==> config.mk <==
export PLATFORM = sky130hd
export DESIGN_NAME = nibble_serial_adder16_flat
export DESIGN_NICKNAME = d
export VERILOG_FILES = /design/src/rtl/nibble_serial_adder16_pkg.sv /design/src/rtl/nibble_serial_adder16_if.sv /design/src/rtl/nibble_serial_adder16_slice.sv /design/src/rtl/nibble_serial_adder16.sv /design/src/flat_wrapper.sv
export SDC_FILE = /design/constraint.sdc
export NUM_CORES = 1
export LEC_CHECK = 0
export CAP_MARGIN = 10
export CORE_MARGIN = 3
export CORE_UTILIZATION = 55
export DETAILED_ROUTE_END_ITERATION = 10
export GPL_ROUTABILITY_DRIVEN = 0
export GPL_TIMING_DRIVEN = 1
export PLACE_DENSITY_LB_ADDON = 0.15
export SYNTH_ARGS = -nofsm -noshare
export SYNTH_HDL_FRONTEND = slang
export SYNTH_SLANG_ARGS = --single-unit
==> constraint.sdc <==
create_clock -name clk -period 8.2 [get_ports clk]
set_clock_uncertainty 0.2 [all_clocks]
set_input_delay 1.23 -clock clk [delete_from_list [all_inputs] [get_ports clk]]
set_output_delay 1.23 -clock clk [all_outputs]
set_load 0.03 [all_outputs]
==> src/rtl/nibble_serial_adder16_pkg.sv <==
// nibble_serial_adder16_pkg: shared slice width, FSM state type and counter-width helper
// Contents: SLICE_W (nibble width), state_t {IDLE, RUN, DONE}, cnt_w(n) counter width with minimum 1.
package adder_pkg;
    localparam int SLICE_W = 4;
    typedef enum logic [1:0] {IDLE, RUN, DONE} state_t;
    function automatic int cnt_w(input int n);
        return (n > 1) ? $clog2(n) : 1;
    endfunction
endpackage

==> src/rtl/nibble_serial_adder16_if.sv <==
// nibble_serial_adder16_if: operand/result handshake bus of the nibble-serial adder
// Signals: in_valid/in_ready + X, Y, Cin (operand side); out_valid/out_ready + Sum, Cout, Ovf (result side); busy.
// master drives operands and out_ready, slave is the adder.
interface nibble_serial_adder16_if #(parameter int WIDTH = 16);
    logic             in_valid;
    logic             in_ready;
    logic [WIDTH-1:0] X;
    logic [WIDTH-1:0] Y;
    logic             Cin;
    logic             out_valid;
    logic             out_ready;
    logic [WIDTH-1:0] Sum;
    logic             Cout;
    logic             Ovf;
    logic             busy;
    modport master (output in_valid, X, Y, Cin, out_ready,
                    input  in_ready, out_valid, Sum, Cout, Ovf, busy);
    modport slave  (input  in_valid, X, Y, Cin, out_ready,
                    output in_ready, out_valid, Sum, Cout, Ovf, busy);
endinterface

==> src/rtl/nibble_serial_adder16_slice.sv <==
// fourbit_ripple: combinational 4-bit ripple-carry adder slice
// Ports: X, Y (4-bit addends), Cin (carry-in), Sum (4-bit sum), Cout (carry-out).
module fourbit_ripple
    import adder_pkg::*;
(
    input  logic [SLICE_W-1:0] X,
    input  logic [SLICE_W-1:0] Y,
    input  logic               Cin,
    output logic [SLICE_W-1:0] Sum,
    output logic               Cout
);
    logic [SLICE_W:0] w_c;
    assign w_c[0] = Cin;
    for (genvar i = 0; i < SLICE_W; i++) begin : g_fa
        assign Sum[i]     = X[i] ^ Y[i] ^ w_c[i];
        assign w_c[i + 1] = (X[i] & Y[i]) | (w_c[i] & (X[i] ^ Y[i]));
    end
    assign Cout = w_c[SLICE_W];
endmodule

==> src/rtl/nibble_serial_adder16.sv <==
// nibble_serial_adder16: multi-cycle WIDTH-bit adder reusing one 4-bit ripple slice, LSB nibble first
// Ports: clk, rst_n (async active-low); bus (slave): in_valid/in_ready, X, Y, Cin,
//        out_valid/out_ready, Sum, Cout, Ovf (registered), busy (RUN or DONE).
module nibble_serial_adder16
    import adder_pkg::*;
#(
    parameter int WIDTH = 16
)(
    input logic clk,
    input logic rst_n,
    nibble_serial_adder16_if.slave bus
);
    localparam int NSLICE = WIDTH / SLICE_W;
    localparam int KW = cnt_w(NSLICE);
    localparam logic [KW-1:0] LAST = KW'(NSLICE - 1);

    if (WIDTH < SLICE_W || WIDTH % SLICE_W != 0) begin : g_bad_width
        $error("nibble_serial_adder16: WIDTH must be a multiple of 4 and at least 4");
    end

    state_t             r_state, w_next;
    logic [WIDTH-1:0]   r_x, r_y, r_sum;
    logic               r_carry, r_cout, r_ovf;
    logic [KW-1:0]      r_k;
    logic [WIDTH-1:0]   w_x_sh, w_y_sh;
    logic [SLICE_W-1:0] w_s;
    logic               w_co, w_accept, w_last;

    // Shifting the active nibble down to bit 0 keeps the slice wiring index-free.
    assign w_x_sh   = r_x >> {r_k, 2'b00};
    assign w_y_sh   = r_y >> {r_k, 2'b00};
    assign w_accept = (r_state == IDLE) && bus.in_valid;
    assign w_last   = (r_k == LAST);

    fourbit_ripple u_slice (
        .X    (w_x_sh[SLICE_W-1:0]),
        .Y    (w_y_sh[SLICE_W-1:0]),
        .Cin  (r_carry),
        .Sum  (w_s),
        .Cout (w_co)
    );

    always_comb begin
        w_next = r_state;
        if (w_accept)                                   w_next = RUN;
        else if (r_state == RUN && w_last)              w_next = DONE;
        else if (r_state == DONE && bus.out_ready)      w_next = IDLE;
    end

    always_ff @(posedge clk or negedge rst_n) begin
        if (!rst_n) r_state <= IDLE;
        else        r_state <= w_next;
    end

    always_ff @(posedge clk or negedge rst_n) begin
        if (!rst_n) begin
            r_x     <= '0;
            r_y     <= '0;
            r_sum   <= '0;
            r_carry <= 1'b0;
            r_cout  <= 1'b0;
            r_ovf   <= 1'b0;
            r_k     <= '0;
        end else if (w_accept) begin
            r_x     <= bus.X;
            r_y     <= bus.Y;
            r_carry <= bus.Cin;
            r_k     <= '0;
        end else if (r_state == RUN) begin
            r_sum[{r_k, 2'b00} +: SLICE_W] <= w_s;
            r_carry <= w_co;
            if (w_last) begin
                r_cout <= w_co;
                // Overflow: like-signed operands whose result sign differs; w_s MSB is the final Sum MSB.
                r_ovf  <= (r_x[WIDTH-1] == r_y[WIDTH-1]) && (w_s[SLICE_W-1] != r_x[WIDTH-1]);
            end else begin
                r_k <= r_k + 1'b1;
            end
        end
    end

    assign bus.in_ready  = (r_state == IDLE);
    assign bus.out_valid = (r_state == DONE);
    assign bus.busy      = (r_state != IDLE);
    assign bus.Sum       = r_sum;
    assign bus.Cout      = r_cout;
    assign bus.Ovf       = r_ovf;
endmodule
==> src/flat_wrapper.sv <==
// flat-port wrapper written by rule: the top's interface ports become plain ports
module nibble_serial_adder16_flat import adder_pkg::*;
#(
    parameter int WIDTH = 16
)
  (clk, rst_n, bus_in_valid, bus_X, bus_Y, bus_Cin, bus_out_ready, bus_in_ready, bus_out_valid, bus_Sum, bus_Cout, bus_Ovf, bus_busy);
  nibble_serial_adder16_if #(.WIDTH(WIDTH)) bus_i ();
  input logic clk;
  input logic rst_n;
  input wire logic [$bits(bus_i.in_valid)-1:0] bus_in_valid;
  input wire logic [$bits(bus_i.X)-1:0] bus_X;
  input wire logic [$bits(bus_i.Y)-1:0] bus_Y;
  input wire logic [$bits(bus_i.Cin)-1:0] bus_Cin;
  input wire logic [$bits(bus_i.out_ready)-1:0] bus_out_ready;
  output wire logic [$bits(bus_i.in_ready)-1:0] bus_in_ready;
  output wire logic [$bits(bus_i.out_valid)-1:0] bus_out_valid;
  output wire logic [$bits(bus_i.Sum)-1:0] bus_Sum;
  output wire logic [$bits(bus_i.Cout)-1:0] bus_Cout;
  output wire logic [$bits(bus_i.Ovf)-1:0] bus_Ovf;
  output wire logic [$bits(bus_i.busy)-1:0] bus_busy;
  assign bus_i.in_valid = bus_in_valid;
  assign bus_i.X = bus_X;
  assign bus_i.Y = bus_Y;
  assign bus_i.Cin = bus_Cin;
  assign bus_i.out_ready = bus_out_ready;
  assign bus_in_ready = bus_i.in_ready;
  assign bus_out_valid = bus_i.out_valid;
  assign bus_Sum = bus_i.Sum;
  assign bus_Cout = bus_i.Cout;
  assign bus_Ovf = bus_i.Ovf;
  assign bus_busy = bus_i.busy;
  nibble_serial_adder16 #(.WIDTH(WIDTH)) u_core (.clk(clk), .rst_n(rst_n), .bus(bus_i));
endmodule
# Word-level counts from Yosys, hierarchy flattened
# Cells that the tools add are included.
# Widths: inputs -> output; s select.
# word_totals
input_bits	37
elab_cells	61
ff_bits	55
# classes
bitwise_logic	21
n_eq_ne	6
n_addsub	2
n_mux	9
shifts	4
reduce_logical	11
# op_table
cell	n
$shr 16x4->4	2
$bwmux 16	1
$shift 4x6->16 const A	1
$shiftx 4x6->16	1
$mux 2	6
$and 1x1->1	8
$xor 1x1->1	8
$neg 4->6	1
$eq 2x2->1 const B	2
$logic_and 1x1->1	4
$or 1x1->1	4
$reduce_and 2->1	2
$reduce_bool 2->1	2
$reduce_and 3->1	1
$reduce_bool 3->1	1
$add 2x1->2 const B	1
$eq 2x1->1 const B	1
$logic_not 2->1	1
$mux 1	2
$ne 2x1->1 const B	1
$eq 1x1->1	1
$ne 1x1->1	1
$not 1->1	1

# Logic depth before layout (Yosys ltp)
# Gate-level depths: netlist of the first run.
# logic_depth
ltp_word	12
depth_mapped	13
depth_no_buf	12

# By module
# Synthesis of the first run repeated with hierarchy kept, for this count alone.
# hier_totals
cells_unflattened	191
hier_area_um2	2777.7
# modules_own_cells
module	area_each_um2	cells_each	n_inst
nibble_serial_adder16	2660.1	177	1
fourbit_ripple	117.6	14	1

# Least setup slack after synthesis of the first run
# OpenSTA, ideal clock, no wires.
# synth_timing
kind	register -> register
from	register u_core.r_k[0]
to	register u_core.r_ovf, in the netlist u_core.bus.Ovf
setup_slack_ns	5.073
synth_period_minus_slack_ns	3.127
setup_time_ns	0.137
stages_incl_launch_ff	11
arrival_ns	2.790
cell_sequence	dfrtp_1 -> buf_2 -> mux4_2 -> fa_1 -> inv_1 -> fa_1 -> inv_1 -> fa_1 -> and3b_1 -> a21oi_1 -> o21ai_0
# synth_between
elab_chain_cells	11
# synth_rtl
item	line_no	rtl
start, declared	nibble_serial_adder16.sv:24	logic [KW-1:0] r_k;
start signal, assigned	nibble_serial_adder16.sv:77	r_k <= r_k + 1'b1;
$shr 16x4->4 (on tied branches)	nibble_serial_adder16.sv:30, nibble_serial_adder16.sv:31	
$xor 1x1->1	nibble_serial_adder16_slice.sv:16	assign w_c[i + 1] = (X[i] & Y[i]) | (w_c[i] & (X[i] ^ Y[i]));
$and 1x1->1	nibble_serial_adder16_slice.sv:16	
$or 1x1->1	nibble_serial_adder16_slice.sv:16	
$and 1x1->1	nibble_serial_adder16_slice.sv:16	
$or 1x1->1	nibble_serial_adder16_slice.sv:16	
$and 1x1->1	nibble_serial_adder16_slice.sv:16	
$or 1x1->1	nibble_serial_adder16_slice.sv:16	
$xor 1x1->1	nibble_serial_adder16_slice.sv:15	assign Sum[i] = X[i] ^ Y[i] ^ w_c[i];
$ne 1x1->1	nibble_serial_adder16.sv:75	r_ovf <= (r_x[WIDTH-1] == r_y[WIDTH-1]) && (w_s[SLICE_W-1] != r_x[WIDTH-1]);
$logic_and 1x1->1	nibble_serial_adder16.sv:75	
end signal, assigned	nibble_serial_adder16.sv:75	
end, declared	nibble_serial_adder16.sv:23	logic r_carry, r_cout, r_ovf;
# Several ways; a longest one is shown, not always the timed one.
# A chain may end at the register's enable or synchronous reset.

# Worst setup path in the final report of the first run
# Same ends and word-level chain as after synthesis.

==> metrics.cfg, run 1 <==
[drt]
drc = 0
dr.pass1.iters = 4
vias = 1663
avgRoutedWirePerCell_um = 16.0
first_iter_violations = 138
routed_wl_mm = 4.97
antenna_left = 0
via_per_inst = 5.35

[die]
die_width_um = 76.4
die_area_um2 = 5830
initial_core_util_pct = 59.7
io_pins = 58
core.rowCount = 24
dieHeight_um = 76.4
coreArea_um2 = 4560

[logic_synthesis]
synthesis.area_um2 = 2720
ys_types = 31
synth_top_cell_by_area = dfrtp_1
yosys-top-cells-area = dfrtp_1 51%, mux2_4 16%, mux4_2 6.6%
synth_nets = 235
synth_top_area_share_pct = 50.5
ys.warnings.count = 0
synth_edf_count = 0
syn_avg_cell_area_um2 = 14.4
synth_common_cells = 55 x dfrtp_1, 29 x mux2_4, 17 x nand2_1
ys_seq_area_share_pct = 50.5
yosysMostFrequentCell = dfrtp_1
netlist_instances = 189
ys_seq_elements = 55
async_flop_share_pct = 100
synth_flop_cell = dfrtp_1

[place]
dp_hpwl_mm = 3.69
postPlaceCellArea_um2 = 3290
port-buffer-count = 57

[power]
pwr-share-comb_pct = 52.1
p_int_uw = 833
power_density_nw_per_um2 = 403
p_leak_uw = 0.00148
pwr-share-seq_pct = 36.3
ir_drop_mv = 0.192
p_sw_uw = 530
p_sw_share_pct = 38.9
power.share.clock_pct = 11.6

[sta]
tightestPinTransition_ps = 699
max-slew-margin-rel_pct = 53.4
fmax_mhz = 285
slew_viol_final = 0
fin_crit_sh_pct = 42.9
rsz0062_at_grt = no
min_period_ps = 3510
final-hold-violation-count = 0
holdWs_ps = 283
setup_viol = 0
fin_tns_setup_ps = 0

[flow_run]
drv_cap = 0

[clock_network]
clk_pin_slew_ps = 100
ctsResizeCount = 0
cts.sink_count = 55
hold_buffers = 0
cts_buffer_depth = 2
insertion_delay_ps = 310
cts_max_level = 2
cts_setup_buffers = 0
cts_buffers = 5
clockRootBuffer = clkbuf_8
cts_tree = built

[global_route]
grt_max_degree = 56
grt_antenna_before_repair = 0
grt_remaining_overflow = 0
grt_pass1_vias = 1739
grtUsageTotal_pct = 19.0
grt_pass1_wl_mm = 8.70

[setup_path]
worstPathArrival_ps = 3500
r2r_slack_ps = 4690
critPathKind = flop to flop
start_kind = flop
required_ps = 8190
end_kind = flop
worst-path-max-fanout = 16

[final_layout]
fillers = 316
postLayoutCellArea_um2 = 3380
diodes = 0
area_growth_pct = 24.3
drive_gt1_share_pct = 22.8
nNetsFinal = 291

[worst_hold_path]
hp-class = flop to flop

[run_status]
run_status = completed

-- area by class of cell --
type,instances,area (um^2),area share (%)
clock buffer,6,82.6,2.44
clock inverter,2,16.3,0.481
inverter,12,45.0,1.33
multi-input combinational,113,1210,35.7
sequential,55,1380,40.7
tap,65,81.3,2.40
timing repair buffer,58,573,16.9
-- worst paths after layout --
kind,cells after the start,end,start
worst max-delay path,12,u_core.bus.Ovf,u_core.r_k[0]
worst min-delay path,2,u_core.bus.Sum[9],u_core.bus.Sum[9]
worst max register to register,12,u_core.bus.Ovf,u_core.r_k[0]
worst min register to register,2,u_core.bus.Sum[9],u_core.bus.Sum[9]
max in group asynchronous,2,u_core.r_y[7],rst_n
min in group asynchronous,2,u_core.r_state[1],rst_n
-- per-layer routing --
metal	up-vias	track usage (%)	share of wire, %
met5	-	0	0
met4	0	5.62	1.2
met3	6	4.37	4.7
met1	816	25.3	45
li1	793	-	-
met2	48	31.1	49
-- power by group through the flow --
stage / Combinational (uW) / Sequential (uW) / Clock, uW
after detailed placement: 713 / 502 / 0
final: 710 / 495 / 158
after CTS: 716 / 497 / 160
after global placement: 699 / 496 / 0
after floorplan: 514 / 500 / 0
after global routing: 779 / 515 / 173
-- worst max-delay path, stage by stage (launching register included) --
cell	delay [ps]
dfrtp_1	800
mux4_2	580
inv_1	80
fa_1	160
inv_1	50
fa_1	350
inv_1	70
fa_1	150
inv_1	50
fa_1	530
and3b_1	190
a21oi_1	100
o21ai_0	80
-- flip-flops by register name (all words and copies together) (netlist names) --
| name | cells |
|---|---|
| u_core.bus.Sum | 16 |
| u_core.r_x | 16 |
| u_core.r_y | 16 |
| u_core.r_k | 2 |
| u_core.r_state | 2 |
| u_core.bus.Cout | 1 |
| u_core.bus.Ovf | 1 |
| u_core.r_carry | 1 |
-- layout by cell type (no fill, tap or decap) --
master,count
nand2b_1,3
a22o_1,5
clkinv_4,1
inv_1,11
buf_2,1
clkinvlp_4,1
inv_2,1
nor4b_1,1
fa_1,4
a21oi_1,1
o41ai_1,6
mux2_4,29
and3b_1,1
o31ai_1,6
o21ai_0,7
clkbuf_8,6
and2_1,1
a31oi_1,2
nor2_1,3
and2_4,1
a21o_1,1
mux2_2,5
or4b_1,1
nor2b_1,1
nand3b_4,1
nand3b_1,3
nand2_1,17
ha_1,5
dfrtp_1,55
buf_4,1
clkdlybuf4s50_1,56
mux4_2,8
or2_4,1
-- cells by family (layout without fill, tap and decap cells) --
kind of cell | Yosys count | in the layout | share of synthesized area (%)
AOI/OAI and AO/OA | 28 | 28 | 7.40
adders and majority gates | 9 | 9 | 5.24
buffers and inverters | 21 | 78 | 5.05
DFF | 55 | 55 | 50.5
muxes | 42 | 42 | 24.7
and+or+nand+nor | 34 | 34 | 7.12
-- stage by stage --
| step | total power [uW] | util [%] | worst slack [ps] | std cells |
|---|---|---|---|---|
| 3_3_place_gp | 1190 | 72.0 | 4700 | 303 |
| 6_report | 1360 | 74.2 | 4690 | 311 |
| 5_1_grt | 1470 | 74.2 | 4420 | 311 |
| 2_1_floorplan | 1010 | - | 5070 | 189 |
| 4_1_cts | 1370 | 74.2 | 4640 | 311 |
| 3_5_place_dp | 1210 | 72.0 | 4640 | 303 |
Power figures use the tool's default switching activity.
==> run 2, diff against run 1 <==
Settings changed: CORE_UTILIZATION 55 to 51.
Clock period 8.2 ns to 3.6 ns, I/O delays scaled along.
==> run 2 against run 1 <==
Final cell count up 1.6%. Global-route usage down 0.63 points. Critical endpoint unchanged. Critical path depth unchanged. Highest routed layer unchanged. Final area up 0.33%. First-iteration DRC count down 15%.
==> metrics.cfg, run 2 (synthesis gave the netlist of run 1 again) <==
[sta]
final-hold-violation-count = 0  ; unchanged
max-slew-margin-rel_pct = 60.4  ; was 53.4%
tightestPinTransition_ps = 593  ; was 699 ps
min_period_ps = 3140  ; was 3510 ps
fmax_mhz = 318  ; was 285 MHz
setup_viol = 0  ; unchanged
slew_viol_final = 0  ; unchanged
fin_crit_sh_pct = 87.3  ; was 42.9%
holdWs_ps = 33.1  ; was 283 ps
rsz0062_at_grt = no  ; unchanged
fin_tns_setup_ps = 0  ; unchanged

[clock_network]
cts.sink_count = 55  ; unchanged
clockRootBuffer = clkbuf_8  ; unchanged
clk_pin_slew_ps = 100  ; about the same
cts_setup_buffers = 0  ; unchanged
cts_buffer_depth = 2  ; unchanged
insertion_delay_ps = 300  ; was 310 ps
hold_buffers = 0  ; unchanged
cts_tree = built  ; unchanged
cts_buffers = 5  ; unchanged
cts_max_level = 2  ; unchanged
ctsResizeCount = 0  ; unchanged

[drt]
wl_met1_mm = 2.31  ; was 2.22 mm
maxUsedRoutingLayer = met4  ; unchanged
via_per_inst = 5.49  ; was 5.35
antenna_left = 0  ; unchanged
routed-wl-met2_mm = 2.80  ; was 2.46 mm
vias = 1735  ; was 1663
met3_length_um = 186  ; was 233 um
avgRoutedWirePerCell_um = 16.9  ; was 16.0 um
drc = 0  ; unchanged
dr.pass1.iters = 4  ; unchanged
first_iter_violations = 117  ; was 138
routed_wl_mm = 5.34  ; was 4.97 mm

[setup_path]
end_kind = flop  ; unchanged
worst-path-max-fanout = 4  ; was 16
start_kind = flop  ; unchanged
worstPathArrival_ps = 3110  ; was 3500 ps
critPathKind = flop to flop  ; unchanged
required_ps = 3560  ; was 8190 ps

[final_layout]
final_common_cell = clkdlybuf4s50_1  ; unchanged
diodes = 0  ; unchanged
final_cell_mix = 56 x clkdlybuf4s50_1, 55 x dfrtp_1, 29 x mux2_4  ; unchanged
nNetsFinal = 294  ; was 291
area_growth_pct = 24.7  ; was 24.3%
fillers = 386  ; was 316
postLayoutCellArea_um2 = 3400  ; was 3380 um^2
drive_gt1_share_pct = 23.3  ; was 22.8%

[die]
dieHeight_um = 79.1  ; was 76.4 um
coreArea_um2 = 4940  ; was 4560 um^2
io_pins = 58  ; unchanged
die_area_um2 = 6250  ; was 5830 um^2
core.rowCount = 25  ; was 24
initial_core_util_pct = 55.1  ; was 59.7%
die_width_um = 79.1  ; was 76.4 um

[global_route]
grt_antenna_before_repair = 0  ; unchanged
grt_pass1_wl_mm = 8.85  ; was 8.70 mm
grtUsageTotal_pct = 18.3  ; was 19.0%
grt_pass1_vias = 1800  ; was 1739
grt_max_degree = 34  ; was 56
grt_remaining_overflow = 0  ; unchanged

[worst_hold_path]
hp-class = input port to asynchronous set/reset pin  ; was flop to flop

[flow_run]
drv_cap = 0  ; unchanged

[place]
dp_hpwl_mm = 4.04  ; was 3.69 mm
port-buffer-count = 57  ; unchanged
postPlaceCellArea_um2 = 3310  ; was 3290 um^2

[power]
ir_drop_mv = 0.450  ; was 0.192 mV
p_leak_uw = 0.00149  ; was 0.00148 uW
power_density_nw_per_um2 = 925  ; was 403 nW/um^2

[run_status]
run_status = completed  ; unchanged

run 2: report_power, final:
part	switching, uW	leakage, uW	internal (uW)	total [uW]
Sequential	209	0.000689	887	1100
Combinational	836	0.000762	879	1720
Clock	194	0.0000412	137	330
run 2: cell type report:
cell class,instances,area [um^2],area share (%)
clock buffers,6,72.6,2.14
clock inverters,2,12.5,0.368
inverters,12,45.0,1.33
multi-input cells,113,1210,35.6
flip-flops and latches,55,1380,40.5
well taps,67,83.8,2.47
repair buffers,61,596,17.5
run 2: final timing paths:
path	slack (ps)	depth (start not counted)	startpoint	end
setup / recovery	460	12	u_core.r_k[0]	u_core.bus.Ovf
hold / removal	30	1	rst_n	u_core.bus.Sum[9]
setup reg to reg	460	12	u_core.r_k[0]	u_core.bus.Ovf
hold reg to reg	280	2	u_core.bus.Sum[8]	u_core.bus.Sum[8]
max in group asynchronous	2360	2	rst_n	u_core.r_y[1]
min in group clk	280	2	u_core.bus.Sum[8]	u_core.bus.Sum[8]
run 2: per-stage QoR:
stage	util, %	setup WS [ps]	std cells	power, uW
final	68.7	458	316	3140
after global placement	67.0	534	308	2780
after CTS	68.7	446	316	3160
after detailed placement	67.0	479	308	2820
after floorplan	-	473	189	2310
after global routing	68.7	271	316	3360
run 2: worst max-delay path, cell delays in order, from the launching register on:
cell     delay [ps]
dfrtp_1         440
mux4_2          510
inv_1            80
fa_1            170
inv_1            50
fa_1            350
inv_1            70
fa_1            160
inv_1            50
fa_1            540
and3b_1         190
a21oi_1         100
o21ai_0          90
run 2: routing by layer:
layer / GRT usage, % / vias to the layer above
li1: - / 797
met1: 24.1 / 888
met2: 31.6 / 45
met3: 2.83 / 5
met4: 4.98 / 0
met5: 0 / -
==> run 3, diff against run 2 <==
Settings changed: CAP_MARGIN 10 to default, CORE_ASPECT_RATIO from default to 0.7.
==> run 3 against run 2 <==
Hold slack improved by 8.3 ps. Global-route usage increased by 0.33 points. Core utilization fell by 0.51 points. Via count down 3.6%. Die area up 0.23%. Largest power group unchanged.
==> metrics.cfg, run 3 (synthesis gave the netlist of run 1 again) <==
[global_route]
grt_remaining_overflow = 0  ; unchanged
grtUsageTotal_pct = 18.7  ; was 18.3%
grt_pass1_wl_mm = 8.83  ; was 8.85 mm
grt_max_degree = 34  ; unchanged
grt_antenna_before_repair = 0  ; unchanged
grt_pass1_vias = 1697  ; was 1800

[setup_path]
r2r-end = u_core.bus.Ovf  ; unchanged
worst-path-max-fanout = 6  ; was 4
path_cells = mux4_2 > inv_1 > fa_1 > inv_1 > fa_1 > inv_1 > fa_1 > inv_1 > fa_1 > and3b_1 > a21oi_1 > o21ai_0  ; unchanged
worstPathArrival_ps = 3250  ; was 3110 ps
end_kind = flop  ; unchanged
r2r_slack_ps = 310  ; was 460 ps
required_ps = 3560  ; about the same
slowest_stage = mux4_2  ; was fa_1
r2r_start = u_core.r_k[0]  ; unchanged
cp_slowest_stage_delay_ps = 540  ; about the same
ff2ff_path_depth = 12  ; unchanged
critPathKind = flop to flop  ; unchanged
start_kind = flop  ; unchanged

[sta]
worst_slack_ps = 313  ; was 458 ps
rsz0062_at_grt = no  ; unchanged
max-slew-margin-rel_pct = 59.1  ; was 60.4%
fin_tns_setup_ps = 0  ; unchanged
fmax_mhz = 304  ; was 318 MHz
setup_viol = 0  ; unchanged
tightestPinTransition_ps = 614  ; was 593 ps
final-hold-violation-count = 0  ; unchanged
fin_crit_sh_pct = 91.3  ; was 87.3%
slew_viol_final = 0  ; unchanged
min_period_ps = 3290  ; was 3140 ps

[power]
p_leak_uw = 0.00149  ; about the same
ir_drop_mv = 0.440  ; was 0.450 mV
power_density_nw_per_um2 = 928  ; was 925 nW/um^2
p_total_uw = 3140  ; about the same

[final_layout]
multiInputGateArea_um2 = 1210  ; unchanged
final_cell_mix = 56 x clkdlybuf4s50_1, 55 x dfrtp_1, 29 x mux2_4  ; unchanged
register_area_um2 = 1380  ; unchanged
diodes = 0  ; unchanged
area_growth_pct = 24.3  ; was 24.7%
final_common_cell = clkdlybuf4s50_1  ; unchanged
nNetsFinal = 293  ; was 294
postLayoutCellArea_um2 = 3390  ; was 3400 um^2
drive_gt1_share_pct = 22.6  ; was 23.3%
fin_cells = 317  ; was 316
fillers = 361  ; was 386

[drt]
vias = 1673  ; was 1735
antenna_left = 0  ; unchanged
first_iter_violations = 81  ; was 117
drc = 0  ; unchanged
via_per_inst = 5.28  ; was 5.49
avgRoutedWirePerCell_um = 16.8  ; was 16.9 um
routed_wl_mm = 5.33  ; was 5.34 mm
dr.pass1.iters = 4  ; unchanged

[flow_run]
drv_cap = 0  ; unchanged

[clock_network]
clockRootBuffer = clkbuf_8  ; unchanged
hold_buffers = 0  ; unchanged
ctsResizeCount = 0  ; unchanged
cts_buffer_depth = 2  ; unchanged
cts_max_level = 2  ; unchanged
cts_setup_buffers = 0  ; unchanged
clk_pin_slew_ps = 90  ; was 100 ps
cts_buffers = 5  ; unchanged
insertion_delay_ps = 300  ; about the same
cts_tree = built  ; unchanged
cts.sink_count = 55  ; unchanged

[place]
postPlaceCellArea_um2 = 3310  ; about the same
port-buffer-count = 57  ; unchanged
pre_cts_slack_ps = 290  ; was 479 ps
dp.cells = 309  ; was 308
dp_hpwl_mm = 4.02  ; was 4.04 mm

[die]
core.rowCount = 21  ; was 25
coreArea_um2 = 4970  ; was 4940 um^2
initial_core_util_pct = 54.9  ; was 55.1%
dieHeight_um = 67.1  ; was 79.1 um
die_area_um2 = 6270  ; was 6250 um^2
die_width_um = 93.4  ; was 79.1 um
io_pins = 58  ; unchanged

[run_status]
run_status = completed  ; unchanged

[worst_hold_path]
hp-class = input port to asynchronous set/reset pin  ; unchanged

[run 3: metrics by stage]
step / util (%) / hold slack (ps)
2_1_floorplan: - / 44.4
3_3_place_gp: 66.6 / 262
3_5_place_dp: 66.6 / 267
4_1_cts: 68.2 / 61.4
5_1_grt: 68.2 / 83.6
6_report: 68.2 / 41.4
[run 3: report_power, final]
group | switching, uW | internal, uW | leakage (uW) | total, uW
registers | 221 | 887 | 0.000689 | 1110
clock network | 188 | 137 | 0.0000422 | 325
logic | 834 | 877 | 0.000757 | 1710
[run 3: layout make-up]
type / instances / share of cell area [%]
clock buffer: 7 / 2.25
tap: 69 / 2.55
multi-input combinational: 113 / 35.7
clock inverter: 1 / 0.148
sequential: 55 / 40.6
timing repair buffer: 60 / 17.4
inverter: 12 / 1.33
[run 3: critical path, delay by kind of cell (launching register included)]
kind | cells | cell delay (ps)
AO/OA/AOI/OAI | 2 | 220
multiplexers | 1 | 540
AND/OR/NAND/NOR | 1 | 190
flip-flops | 1 | 530
buffers and inverters | 4 | 260
adder cells (fa/ha/maj) | 4 | 1210
[run 3: per-layer routing]
metal	GRT usage [%]	vias up	wire, um	part of all wire, %
met2	26.9	51	2300	43
met4	3.84	0	23	0.43
met5	0	-	0	0
met3	4.01	4	320	6.0
li1	-	791	-	-
met1	29.1	827	2690	50
[run 3: how the worst max path moves through the flow]
| stage | from | endpoint | slack [ps] |
|---|---|---|---|
| after detailed placement | u_core.r_k[0] | u_core.bus.Ovf | 290 |
| after floorplan | u_core.r_k[0] | u_core.bus.Ovf | 470 |
| after global routing | u_core.r_k[0] | u_core.bus.Ovf | 100 |
| after CTS | u_core.r_k[0] | u_core.bus.Ovf | 280 |
| after global placement | u_core.r_k[0] | u_core.bus.Ovf | 400 |
| final | u_core.r_k[0] | u_core.bus.Ovf | 310 |
